## config.mk

```make
export PLATFORM = sky130hd
export DESIGN_NAME = fetch_sequencer
export DESIGN_NICKNAME = d
export VERILOG_FILES = /design/src/rtl/fetch_sequencer.sv
export SDC_FILE = /design/constraint.sdc
export NUM_CORES = 1
export LEC_CHECK = 0
export BUFFER_PORTS_ARGS = -buffer_cell sky130_fd_sc_hd__buf_2
export CAP_MARGIN = 20
export CELL_PAD_IN_SITES_DETAIL_PLACEMENT = 0
export CELL_PAD_IN_SITES_GLOBAL_PLACEMENT = 1
export CORE_ASPECT_RATIO = 1.2
export CORE_MARGIN = 10
export CORE_UTILIZATION = 28
export CTS_CLUSTER_SIZE = 16
export DETAILED_ROUTE_END_ITERATION = 8
export GPL_TIMING_DRIVEN = 0
export PLACE_DENSITY = 0.74
export SLEW_MARGIN = 40
export SYNTH_ARGS = -nofsm -noshare
export SYNTH_HDL_FRONTEND = slang
export SYNTH_SLANG_ARGS = --single-unit
```

## constraint.sdc

```tcl
create_clock -name clk -period 3.2 [get_ports clk]
set_input_delay 0.16 -clock clk [delete_from_list [all_inputs] [get_ports clk]]
set_output_delay 0.16 -clock clk [all_outputs]
set_load 0.05 [all_outputs]
```

## src/rtl/fetch_sequencer.sv

```systemverilog
// Multi-cycle FETCH/DECODE/EXECUTE/WRITEBACK sequencer.
// Owns the PC, instruction register and register-file write strobe.
module fetch_sequencer #(
  parameter int PC_WIDTH    = 6,
  parameter int INSTR_WIDTH = 32,
  parameter int CNT_WIDTH   = 16
) (
  input  logic                   clk,
  input  logic                   clkreset,
  input  logic                   start,
  input  logic                   stop,
  output logic [PC_WIDTH-1:0]    imem_addr,
  output logic                   imem_en,
  input  logic [INSTR_WIDTH-1:0] imem_rdata,
  output logic [INSTR_WIDTH-1:0] instr,
  output logic                   instr_valid,
  input  logic                   dec_we,
  input  logic                   dec_halt,
  input  logic                   branch_taken,
  input  logic [PC_WIDTH-1:0]    branch_target,
  input  logic                   ex_stall,
  output logic                   rf_we,
  output logic [PC_WIDTH-1:0]    pc,
  output logic [2:0]             state,
  output logic                   halted,
  output logic [CNT_WIDTH-1:0]   retire_count
);

  localparam logic [2:0] IDLE      = 3'd0;
  localparam logic [2:0] FETCH     = 3'd1;
  localparam logic [2:0] DECODE    = 3'd2;
  localparam logic [2:0] EXECUTE   = 3'd3;
  localparam logic [2:0] WRITEBACK = 3'd4;
  localparam logic [2:0] HALT      = 3'd5;

  logic [2:0] nxt;
  logic       stop_req;
  logic       we_q;

  assign imem_addr = pc;
  // we_q is cleared outside WRITEBACK, so it is the write strobe itself
  assign rf_we     = we_q;

  always_comb begin
    nxt = state;
    case (state)
      IDLE:      if (start && !stop) nxt = FETCH;
      FETCH:     nxt = DECODE;
      DECODE:    nxt = EXECUTE;
      EXECUTE:   if (!ex_stall) nxt = dec_halt ? HALT : WRITEBACK;
      WRITEBACK: nxt = (stop_req || stop) ? IDLE : FETCH;
      HALT: begin
        if (stop)       nxt = IDLE;
        else if (start) nxt = FETCH;
      end
      default:   nxt = IDLE;
    endcase
  end

  always_ff @(posedge clk or posedge clkreset) begin
    if (clkreset) begin
      state        <= IDLE;
      pc           <= '0;
      instr        <= '0;
      instr_valid  <= 1'b0;
      imem_en      <= 1'b0;
      halted       <= 1'b0;
      retire_count <= '0;
      stop_req     <= 1'b0;
      we_q         <= 1'b0;
    end else begin
      state   <= nxt;
      imem_en <= (nxt == FETCH);
      we_q    <= (state == EXECUTE) && (nxt == WRITEBACK) && dec_we;

      if (stop && (state == FETCH || state == DECODE || state == EXECUTE))
        stop_req <= 1'b1;

      case (state)
        DECODE: begin
          instr       <= imem_rdata;
          instr_valid <= 1'b1;
        end
        EXECUTE: begin
          if (!ex_stall && dec_halt) begin
            pc          <= pc + PC_WIDTH'(1);
            instr_valid <= 1'b0;
            halted      <= 1'b1;
          end
        end
        WRITEBACK: begin
          pc          <= branch_taken ? branch_target
                                      : pc + PC_WIDTH'(1);
          instr_valid <= 1'b0;
          stop_req    <= 1'b0;
          if (retire_count != '1)
            retire_count <= retire_count + CNT_WIDTH'(1);
        end
        HALT: begin
          if (start || stop) halted <= 1'b0;
        end
        default: ;
      endcase
    end
  end

endmodule

```

==> results of run 1 <==
## through the flow
step	setup slack [ns]	hold slack, ns	std cells	area (sq um)	power (W)
floorplan	1.13	0.268	226	2780	0.00309
global placement	0.662	0.379	461	3490	0.00363
detailed placement	1.09	0.164	462	3510	0.00366
CTS	1.03	0.0320	479	3850	0.00471
global route	0.899	0.0587	479	3850	0.00489
finish	1.13	0.0449	479	3850	0.00464
## repair_timing
action,4_1_cts,5_1_grt
setup buffers,0,0
endpoints found under the setup margin,0,0
endpoints found under the hold margin,25,0
hold buffers,1,0
## cell families after synthesis
kind of cell    Yosys count
simple gates             68
flops                    62
mux                      35
compound gates           30
buf+inv                  18
xor+xnor                 11
fa+ha+maj                 2
## cell type report
cell class	count	area [sq um]
inverters	3	13.8
clock inverters	2	37.5
clock buffers	14	284
flip-flops and latches	62	1550
multi-input cells	146	1130
well taps	123	154
repair buffers	114	591
plain buffers	15	86.3
fillers	934	5770
## placed cells by master (no fill, tap or decap), types with 6 or more instances in the layout
cell type,n
buf_2,118
dfrtp_1,62
mux2_2,35
nor2_1,12
nand3_1,9
clkbuf_16,9
nand2_1,8
nor3_1,7
a21oi_1,7
xor2_1,7
buf_4,6
## metal layers
| layer | up-vias | global-route usage (%) | part of all wire, % |
|---|---|---|---|
| li1 | 1071 | - | - |
| met3 | 11 | 3.42 | 6.7 |
| met4 | 0 | 5.75 | 2.0 |
| met5 | - | 0 | 0 |
| met1 | 1063 | 11.5 | 41 |
| met2 | 62 | 17.6 | 50 |
## worst min path at each step
stage / endpoint / depth (start not counted)
after global placement: rf_we / 3
final: rf_we / 3
after floorplan: rf_we / 2
after global routing: instr[21] / 2
after detailed placement: instr[21] / 2
after CTS: rf_we / 3
## power groups by stage
stage / clock, W / sequential (W) / combinational, W
floorplan: 0 / 0.00228 / 0.000813
global placement: 0 / 0.00127 / 0.00236
detailed placement: 0 / 0.00128 / 0.00238
CTS: 0.00106 / 0.00128 / 0.00238
global route: 0.00109 / 0.00132 / 0.00248
finish: 0.00103 / 0.00127 / 0.00234
## critical path, cell delays in order, from the launching register on
cell and delay [ns]:
dfrtp_1 0.39, buf_2 0.22, nand2b_1 0.09, nor2_1 0.50, buf_2 0.36, mux2_2 0.37
## flip-flops by register name (all words and copies together), names as in the netlist
name          count
rf_we             1
state             3
instr            32
halted            1
imem_addr         6
imem_en           1
stop_req          1
retire_count     16
instr_valid       1
==> impl_metrics.py, run 1 <==
metrics = {
    "critical_path": {
        "worstRegToRegCells": 5,
        "worstSetupStartpointType": "flop",
        "critPathLaunch": "state[1]",
        "end_kind": "flop",
        "crit_type": "flop to flop",
        "reg2reg_from": "state[1]",
        "reg2reg_slack_ns": 1.13,
        "cp-endpoint": "instr[23]",
        "worstReg2RegEnd": "instr[23]",
        "arrival_ns": 2.27,
        "cp.required_ns": 3.40,
        "critPathMaxFanout": 10,
    },
    "cts": {
        "cts_max_level": 3,
        "clkTransAtPathRegs_ns": 0.05,
        "cts-root-buf": "clkbuf_16",
        "cts.sinks": 62,
        "cts_tree": "yes",
        "cts_resized": 0,
        "clock_latency_ns": 0.32,
        "cts_buffers": 9,
        "clk_path_buf_depth": 2,
    },
    "die": {
        "core_area_sq_um": 9610,
        "ios": 113,
        "initial_core_util_pct": 28.9,
        "dieArea_sq_um": 14300,
        "die_w_um": 111,
        "row_count": 39,
        "fp.dieH_um": 129,
    },
    "logic_synthesis": {
        "syn_area_sq_um": 2780,
        "muxShareOfSynthArea_pct": 14.2,
        "synth_edf_count": 0,
        "yosysTopAreaCellShare_pct": 55.9,
        "yosys-top-cells-area": "dfrtp_1 56%, mux2_2 14%, xor2_1 2.2%",
        "synthArstFlopShare_pct": 100,
        "avgSynthCellArea_sq_um": 12.3,
        "synth_cell_types": 46,
        "synth_area_leader_cell": "dfrtp_1",
        "yosys.area_share.simple_pct": 14.4,
        "seq_area_frac_synth_pct": 55.9,
        "synth-xor-area-share_pct": 3.47,
        "yosysWarnings": 0,
        "syn-num-nets": 274,
        "synth_common_cells": "62 x dfrtp_1, 35 x mux2_2, 12 x nor2_1, 9 x nand3_1, 8 x nand2_1",
        "synth-main-ff-cell": "dfrtp_1",
        "synth_fa_ha_area_share_pct": 0.901,
        "synth_compound_area_share_pct": 7.66,
        "synth_top_family_by_area": "simple AND/OR/NAND/NOR gates",
        "ys_seq_elements": 62,
        "synthCells": 226,
        "synth_most_common_cell": "dfrtp_1",
    },
    "sta": {
        "min_period_over_period_pct": 64.6,
        "skew_ns": 0.00533,
        "setup-tns-final_ns": 0,
        "rsz0062_at_grt": "false",
        "setup_violations": 0,
        "slew_viol_final": 0,
        "period_minus_slack_ns": 2.07,
        "timing.fmax_mhz": 484,
        "worst_pin_slew_ns": 0.643,
        "relSlewSlack_pct": 57.0,
        "finalHoldViolCount": 0,
    },
    "final_layout": {
        "drive_above_1_share_pct": 50.6,
        "syn2layout_area_growth_pct": 38.5,
        "fin_util_pct": 40.0,
        "nets": 399,
        "diodes": 0,
    },
    "pwr": {
        "pwr-share-clk_pct": 22.1,
        "switchingPower_w": 0.00218,
        "ir_worst_vdd_mv": 0.644,
        "power_leakage_nw": 1.85,
        "intPower_w": 0.00246,
        "switching_share_pct": 47.0,
        "seqPwrFrac_pct": 27.4,
        "power_frac_comb_pct": 50.5,
        "pwr_density_cell_nw_per_um2": 1210,
    },
    "routing": {
        "vias": 2207,
        "routedWlPerCell_um": 15.9,
        "wirelength_um": 7620,
        "vias_per_cell": 4.61,
        "drt_pass1_iterations": 4,
        "dr.first_iter.drc_count": 43,
        "drc": 0,
        "ant_nets": 0,
    },
    "global_routing": {
        "grt_pass1_vias": 2388,
        "grt_max_degree": 38,
        "grt_pass1_wl_um": 12300,
        "grt-ovfl-total": 0,
        "grt_usage_pct": 10.4,
        "antenna_found_initial": 0,
    },
    "min_path": {
        "min_path_type": "primary input to flop",
        "min_from": "dec_we",
    },
    "placed_design": {
        "port_buffers": 112,
        "place_congestion": 0.786,
        "hpwlAfterDp_um": 5900,
    },
    "run": {
        "maxCapViolCount": 0,
    },
    "status": {
        "run_status": "complete, no violations",
    },
}
Note: power is estimated with default switching activity, not from simulation.
==> run 2: changes to the inputs <==
==> constraint.sdc (replaced) <==
create_clock -name clk -period 2.1 [get_ports clk]
set_input_delay 0.105 -clock clk [delete_from_list [all_inputs] [get_ports clk]]
set_output_delay 0.105 -clock clk [all_outputs]
set_load 0.05 [all_outputs]
==> impl_metrics.py, run 2 (synthesis results as in run 1) <==
metrics = {
    "placed_design": {
        "place_congestion": 0.786,
        "place_inst": 462,
        "port_buffers": 112,
        "dpl-instance-area_sq_um": 3510,
        "hpwlAfterDp_um": 5900,
    },
    "pwr": {
        "pwr_density_cell_nw_per_um2": 1820,
        "power_leakage_nw": 1.88,
        "total_power_w": 0.00708,
        "ir_worst_vdd_mv": 0.871,
    },
    "cts": {
        "cts_max_level": 3,
        "cts.sinks": 62,
        "cts_setup_buffers": 0,
        "clock_latency_ns": 0.32,
        "cts_buffers": 9,
        "cts-root-buf": "clkbuf_16",
        "clkTransAtPathRegs_ns": 0.05,
        "clk_path_buf_depth": 2,
        "cts_tree": "yes",
    },
    "critical_path": {
        "critPathBufInv": 0,
        "worstSetupStartpointType": "flop",
        "critPathMaxFanout": 5,
        "critical-path-top-delay-family": "simple AND/OR/NAND/NOR gates",
        "cp.required_ns": 2.31,
        "end_kind": "flop",
        "cp_slowest_cell": "nor4_4",
        "worstPathCellList": "ha_1, nand4_1, nor4_4, nor2_1, mux2_2",
        "arrival_ns": 2.13,
        "crit_type": "flop to flop",
        "cp_slowest_stage_delay_ns": 0.45,
    },
    "final_layout": {
        "layout_commonest_cell": "buf_2",
        "largest-register": "instr",
        "design_area_sq_um": 3900,
        "nets": 403,
        "largest_reg_flops": 32,
        "diodes": 0,
        "fin_cells": 483,
        "drive_above_1_share_pct": 50.3,
        "layout.area.seq_sq_um": 1550,
        "final_cell_mix": "118 x buf_2, 62 x dfrtp_1, 35 x mux2_2, 11 x nor2_1",
        "fill_cells": 930,
        "multi_input_area_sq_um": 1140,
        "syn2layout_area_growth_pct": 40.3,
    },
    "global_routing": {
        "grt_pass1_vias": 2411,
        "grt_pass1_wl_um": 12500,
        "grt_max_degree": 38,
        "antenna_found_initial": 0,
        "grt_usage_pct": 10.5,
        "grt-ovfl-total": 0,
    },
    "min_path": {
        "min_path_type": "primary input to flop",
    },
    "sta": {
        "finalHoldViolCount": 0,
        "setup_violations": 0,
        "period_minus_slack_ns": 1.92,
        "rsz0062_at_grt": "false",
        "skew_ns": 0.00541,
        "relSlewSlack_pct": 61.7,
        "worst_pin_slew_ns": 0.570,
        "min_period_over_period_pct": 91.4,
        "timing.fmax_mhz": 521,
        "slew_viol_final": 0,
        "hold_slack_ns": 0.0109,
    },
    "die": {
        "dieArea_sq_um": 14300,
        "initial_core_util_pct": 28.9,
        "row_count": 39,
        "ios": 113,
        "fp.dieH_um": 129,
        "die_w_um": 111,
        "core_area_sq_um": 9610,
    },
    "status": {
        "run_status": "complete, no violations",
    },
    "routing": {
        "routedWlPerCell_um": 15.9,
        "vias": 2225,
        "ant_nets": 0,
        "wirelength_um": 7670,
        "vias_per_cell": 4.61,
        "drt_pass1_iterations": 4,
        "dr.first_iter.drc_count": 45,
        "drc": 0,
    },
    "run": {
        "maxCapViolCount": 0,
    },
}
## run 2: cell count changes in the layout (fill, tap and decap cells not counted), sizes merged
| cell | before | now |
|---|---|---|
| dlygate4sd3 | 1 | 5 |
## run 2: power breakdown
part	internal (W)	switching (W)
logic	0.00106	0.00252
clock network	0.00105	0.000515
registers	0.00165	0.000289
total	0.00376	0.00333
## run 2: repair_timing
action                                 in CTS  in global routing
gates cloned                                0                  0
resized for setup                           1                  1
pin swaps                                   0                  0
setup endpoints to repair                  29                  1
hold buffers                                5                  0
endpoints found under the hold margin      29                  0
## run 2: worst paths after layout
kind                            slack [ns]               to            start  cells after the start
worst max-delay path                  0.18  retire_count[1]  retire_count[0]                      5
worst min-delay path                  0.01        instr[27]   imem_rdata[27]                      2
worst max register to register        0.18  retire_count[1]  retire_count[0]                      5
worst min register to register        0.48      instr_valid      instr_valid                      1
max in group asynchronous             1.26           halted         clkreset                      4
min in group asynchronous             0.32        instr[21]         clkreset                      3
## run 2: metal layers
layer	share of wire (%)	wire length [um]	vias up	track usage (%)
met2	51	3880	66	17.7
met3	7.0	533	13	3.51
li1	-	-	1082	-
met5	0	0	-	0
met4	2.3	177	0	5.98
met1	40	3080	1064	11.6
## run 2: layout make-up
cell class	count	area share, %
Sequential cell	62	39.8
Multi-Input combinational cell	146	29.2
Timing Repair Buffer	118	16.2
Clock buffer	14	7.29
Tap cell	123	3.95
Buffer	15	2.22
Clock inverter	2	0.963
Inverter	3	0.353
## run 2: per-stage QoR
step / setup slack, ns / setup TNS, ns / util, %
after floorplan: 0.0301 / 0 / -
after global placement: -0.383 / -24.34 / 36.3
after detailed placement: -0.00696 / -0.00723 / 36.6
after CTS: 0.103 / 0 / 40.5
after global routing: 0.0219 / 0 / 40.5
final: 0.180 / 0 / 40.5
==> run 3: changes to the inputs <==
--- a/config.mk
+++ b/config.mk
@@ -5,17 +5,18 @@
 export SDC_FILE = /design/constraint.sdc
 export NUM_CORES = 1
 export LEC_CHECK = 0
+export ABC_AREA = 1
 export BUFFER_PORTS_ARGS = -buffer_cell sky130_fd_sc_hd__buf_2
 export CAP_MARGIN = 20
 export CELL_PAD_IN_SITES_DETAIL_PLACEMENT = 0
 export CELL_PAD_IN_SITES_GLOBAL_PLACEMENT = 1
 export CORE_ASPECT_RATIO = 1.2
 export CORE_MARGIN = 10
-export CORE_UTILIZATION = 28
+export CORE_UTILIZATION = 36
 export CTS_CLUSTER_SIZE = 16
 export DETAILED_ROUTE_END_ITERATION = 8
 export GPL_TIMING_DRIVEN = 0
-export PLACE_DENSITY = 0.74
+export PLACE_DENSITY = 0.91
 export SLEW_MARGIN = 40
 export SYNTH_ARGS = -nofsm -noshare
 export SYNTH_HDL_FRONTEND = slang
==> impl_metrics.py, run 3 <==
metrics = {
    "critical_path": {
        "cp.depth": 9,
        "worstSetupStartpointType": "flop",
        "worstRegToRegCells": 9,
        "critPathMaxFanout": 10,
        "reg2reg_slack_ns": 0.49,
        "worstPathCellList": "ha_1, nand3_2, inv_2, nand3_4, nor2_1, nor2_2, buf_6, nand2_1, nand2_1",
        "critPathBufInv": 2,
        "cp_slowest_cell": "dfrtp_1",
        "cp.required_ns": 2.38,
        "crit_top_cell": "nand2_1",
        "arrival_ns": 1.89,
        "critical-path-top-delay-family": "simple AND/OR/NAND/NOR gates",
        "reg2reg_from": "retire_count[0]",
        "critPathLaunch": "retire_count[0]",
        "end_kind": "flop",
        "cp_slowest_stage_delay_ns": 0.42,
        "crit_type": "flop to flop",
    },
    "global_routing": {
        "use_met1_pct": 14.7,
        "grt_pass1_vias": 2839,
        "grt_max_degree": 41,
        "grt_pass1_wl_um": 13600,
        "grt_usage_pct": 13.8,
        "busiest_layer": "met2",
        "antenna_found_initial": 1,
        "grtUsageMet2_pct": 24.6,
        "met3_usage_pct": 4.31,
        "grt-ovfl-total": 0,
    },
    "logic_synthesis": {
        "yosysTopAreaCellShare_pct": 52.1,
        "synth_area_leader_cell": "dfrtp_1",
        "synth-main-ff-cell": "dfrtp_1",
        "syn_area_sq_um": 2980,
        "synth_cell_types": 27,
        "yosys-top-cells-area": "dfrtp_1 52%, nand2_1 14%, mux2_1 11%",
        "syn-num-nets": 366,
        "avgSynthCellArea_sq_um": 9.36,
        "synth_most_common_cell": "nand2_1",
        "yosysWarnings": 0,
        "ys_seq_elements": 62,
        "seq_area_frac_synth_pct": 52.1,
        "synthArstFlopShare_pct": 100,
        "synth_edf_count": 0,
        "synthCells": 318,
        "synth_common_cells": "111 x nand2_1, 62 x dfrtp_1, 29 x mux2_1, 21 x nor2_1, 20 x inv_1",
    },
    "pwr": {
        "switching_share_pct": 51.1,
        "power_leakage_nw": 2.17,
        "switchingPower_w": 0.00345,
        "pwr-share-clk_pct": 17.3,
        "total_power_w": 0.00676,
        "ir_worst_vdd_mv": 0.767,
        "intPower_w": 0.00330,
        "seqPwrFrac_pct": 29.2,
        "power_frac_comb_pct": 53.5,
        "pwr_density_cell_nw_per_um2": 1590,
    },
    "routing": {
        "vias": 2732,
        "drt_pass1_iterations": 4,
        "routedWlPerCell_um": 14.5,
        "wirelength_um": 8390,
        "dr.first_iter.drc_count": 49,
        "drc": 0,
        "ant_nets": 0,
        "vias_per_cell": 4.73,
    },
    "sta": {
        "timing.fmax_mhz": 620,
        "rsz0062_at_grt": "false",
        "hold_slack_ns": 0.0284,
        "skew_ns": 0.00435,
        "relSlewSlack_pct": 75.7,
        "setup_violations": 0,
        "finalHoldViolCount": 0,
        "period_minus_slack_ns": 1.61,
        "worst_pin_slew_ns": 0.363,
        "min_period_over_period_pct": 76.8,
        "slew_viol_final": 0,
    },
    "status": {
        "run_status": "complete, no violations",
    },
    "cts": {
        "clkTransAtPathRegs_ns": 0.07,
        "clk_path_buf_depth": 2,
        "clock_latency_ns": 0.34,
        "cts_buffers": 9,
        "cts_setup_buffers": 0,
        "cts_tree": "yes",
        "cts_max_level": 3,
        "cts.sinks": 62,
        "cts-root-buf": "clkbuf_8",
    },
    "placed_design": {
        "hpwlAfterDp_um": 6060,
        "dpl-instance-area_sq_um": 3680,
        "place_congestion": 0.776,
        "port_buffers": 112,
    },
    "final_layout": {
        "largest_reg_flops": 32,
        "design_area_sq_um": 4240,
        "syn2layout_area_growth_pct": 42.5,
        "layout_commonest_cell": "buf_2",
        "drive_above_1_share_pct": 32.2,
        "final_cell_mix": "115 x buf_2, 111 x nand2_1, 62 x dfrtp_1, 34 x dlygate4sd3_1, 29 x mux2_1",
        "largest-register": "instr",
        "fin_util_pct": 52.3,
        "nets": 524,
    },
    "min_path": {
        "min_path_type": "primary input to flop",
        "holdPathStages": 3,
        "min_from": "stop",
    },
    "die": {
        "ios": 113,
        "fp.dieH_um": 120,
        "row_count": 36,
        "initial_core_util_pct": 36.7,
        "die_w_um": 103,
        "dieArea_sq_um": 12300,
        "core_area_sq_um": 8110,
    },
    "run": {
        "maxCapViolCount": 0,
    },
}
run 3: cell types whose count changed after synthesis, sizes merged, moves of 6 or more:
cell / change
a21oi: -6
inv: +19
nand2: +104
nand3: +6
nor2: +14
o21ai: +9
run 3: cells by family (layout without fill, tap and decap cells):
family / after synthesis / after routing / share of synthesized area, %
AOI/OAI and AO/OA: 14 / 14 / 2.82
and+or+nand+nor: 166 / 166 / 23.9
buffers and inverters: 33 / 196 / 5.55
other: 0 / 1 / 0
DFF: 62 / 62 / 52.1
adders and majority gates: 2 / 2 / 0.840
xor gates and xnor gates: 9 / 9 / 2.65
muxes: 32 / 32 / 12.1
run 3: timing repair:
item | in CTS | in global routing
endpoints found under the setup margin | 0 | 0
gates resized for setup | 0 | 0
hold endpoints to repair | 55 | 0
hold buffers | 34 | 0
run 3: final timing paths:
kind                                   endpoint
worst max-delay path            retire_count[7]
worst min register to register           halted
min in group asynchronous              instr[9]
max in group asynchronous          imem_addr[2]
worst min-delay path                   stop_req
worst max register to register  retire_count[7]
run 3: power groups by stage:
stage | combinational [W] | clock (W) | sequential (W)
2_1_floorplan | 0.00118 | 0 | 0.00353
3_3_place_gp | 0.00354 | 0 | 0.00194
3_5_place_dp | 0.00360 | 0 | 0.00199
4_1_cts | 0.00365 | 0.00121 | 0.00196
5_1_grt | 0.00383 | 0.00126 | 0.00203
6_report | 0.00361 | 0.00117 | 0.00197
run 3: metrics by stage:
stage	instances	TNS, ns	setup WS (ns)
floorplan	318	0	0.321
global placement	525	-20.77	-0.338
detailed placement	526	0	0.473
CTS	576	0	0.450
global route	577	0	0.337
finish	577	0	0.487
run 3: layout make-up:
type,count,area (sq um)
antenna,1,2.50
buffer,11,82.6
clock buffer,9,124
clock inverter,7,97.6
fill,736,3860
inverter,22,85.1
multi-input combinational,223,1260
sequential,62,1550
tap,95,119
timing repair buffer,147,921
run 3: metal layers:
layer,up-vias,wire length [um]
met4,0,121
met1,1290,3220
met3,11,627
met2,89,4420
met5,-,0
li1,1342,-
run 3: worst min-delay path, delay by kind of cell:
| family | cells | cell delay [ns] |
|---|---|---|
| buf+inv | 1 | 0.11 |
| compound gates | 1 | 0.07 |
| simple gates | 1 | 0.05 |
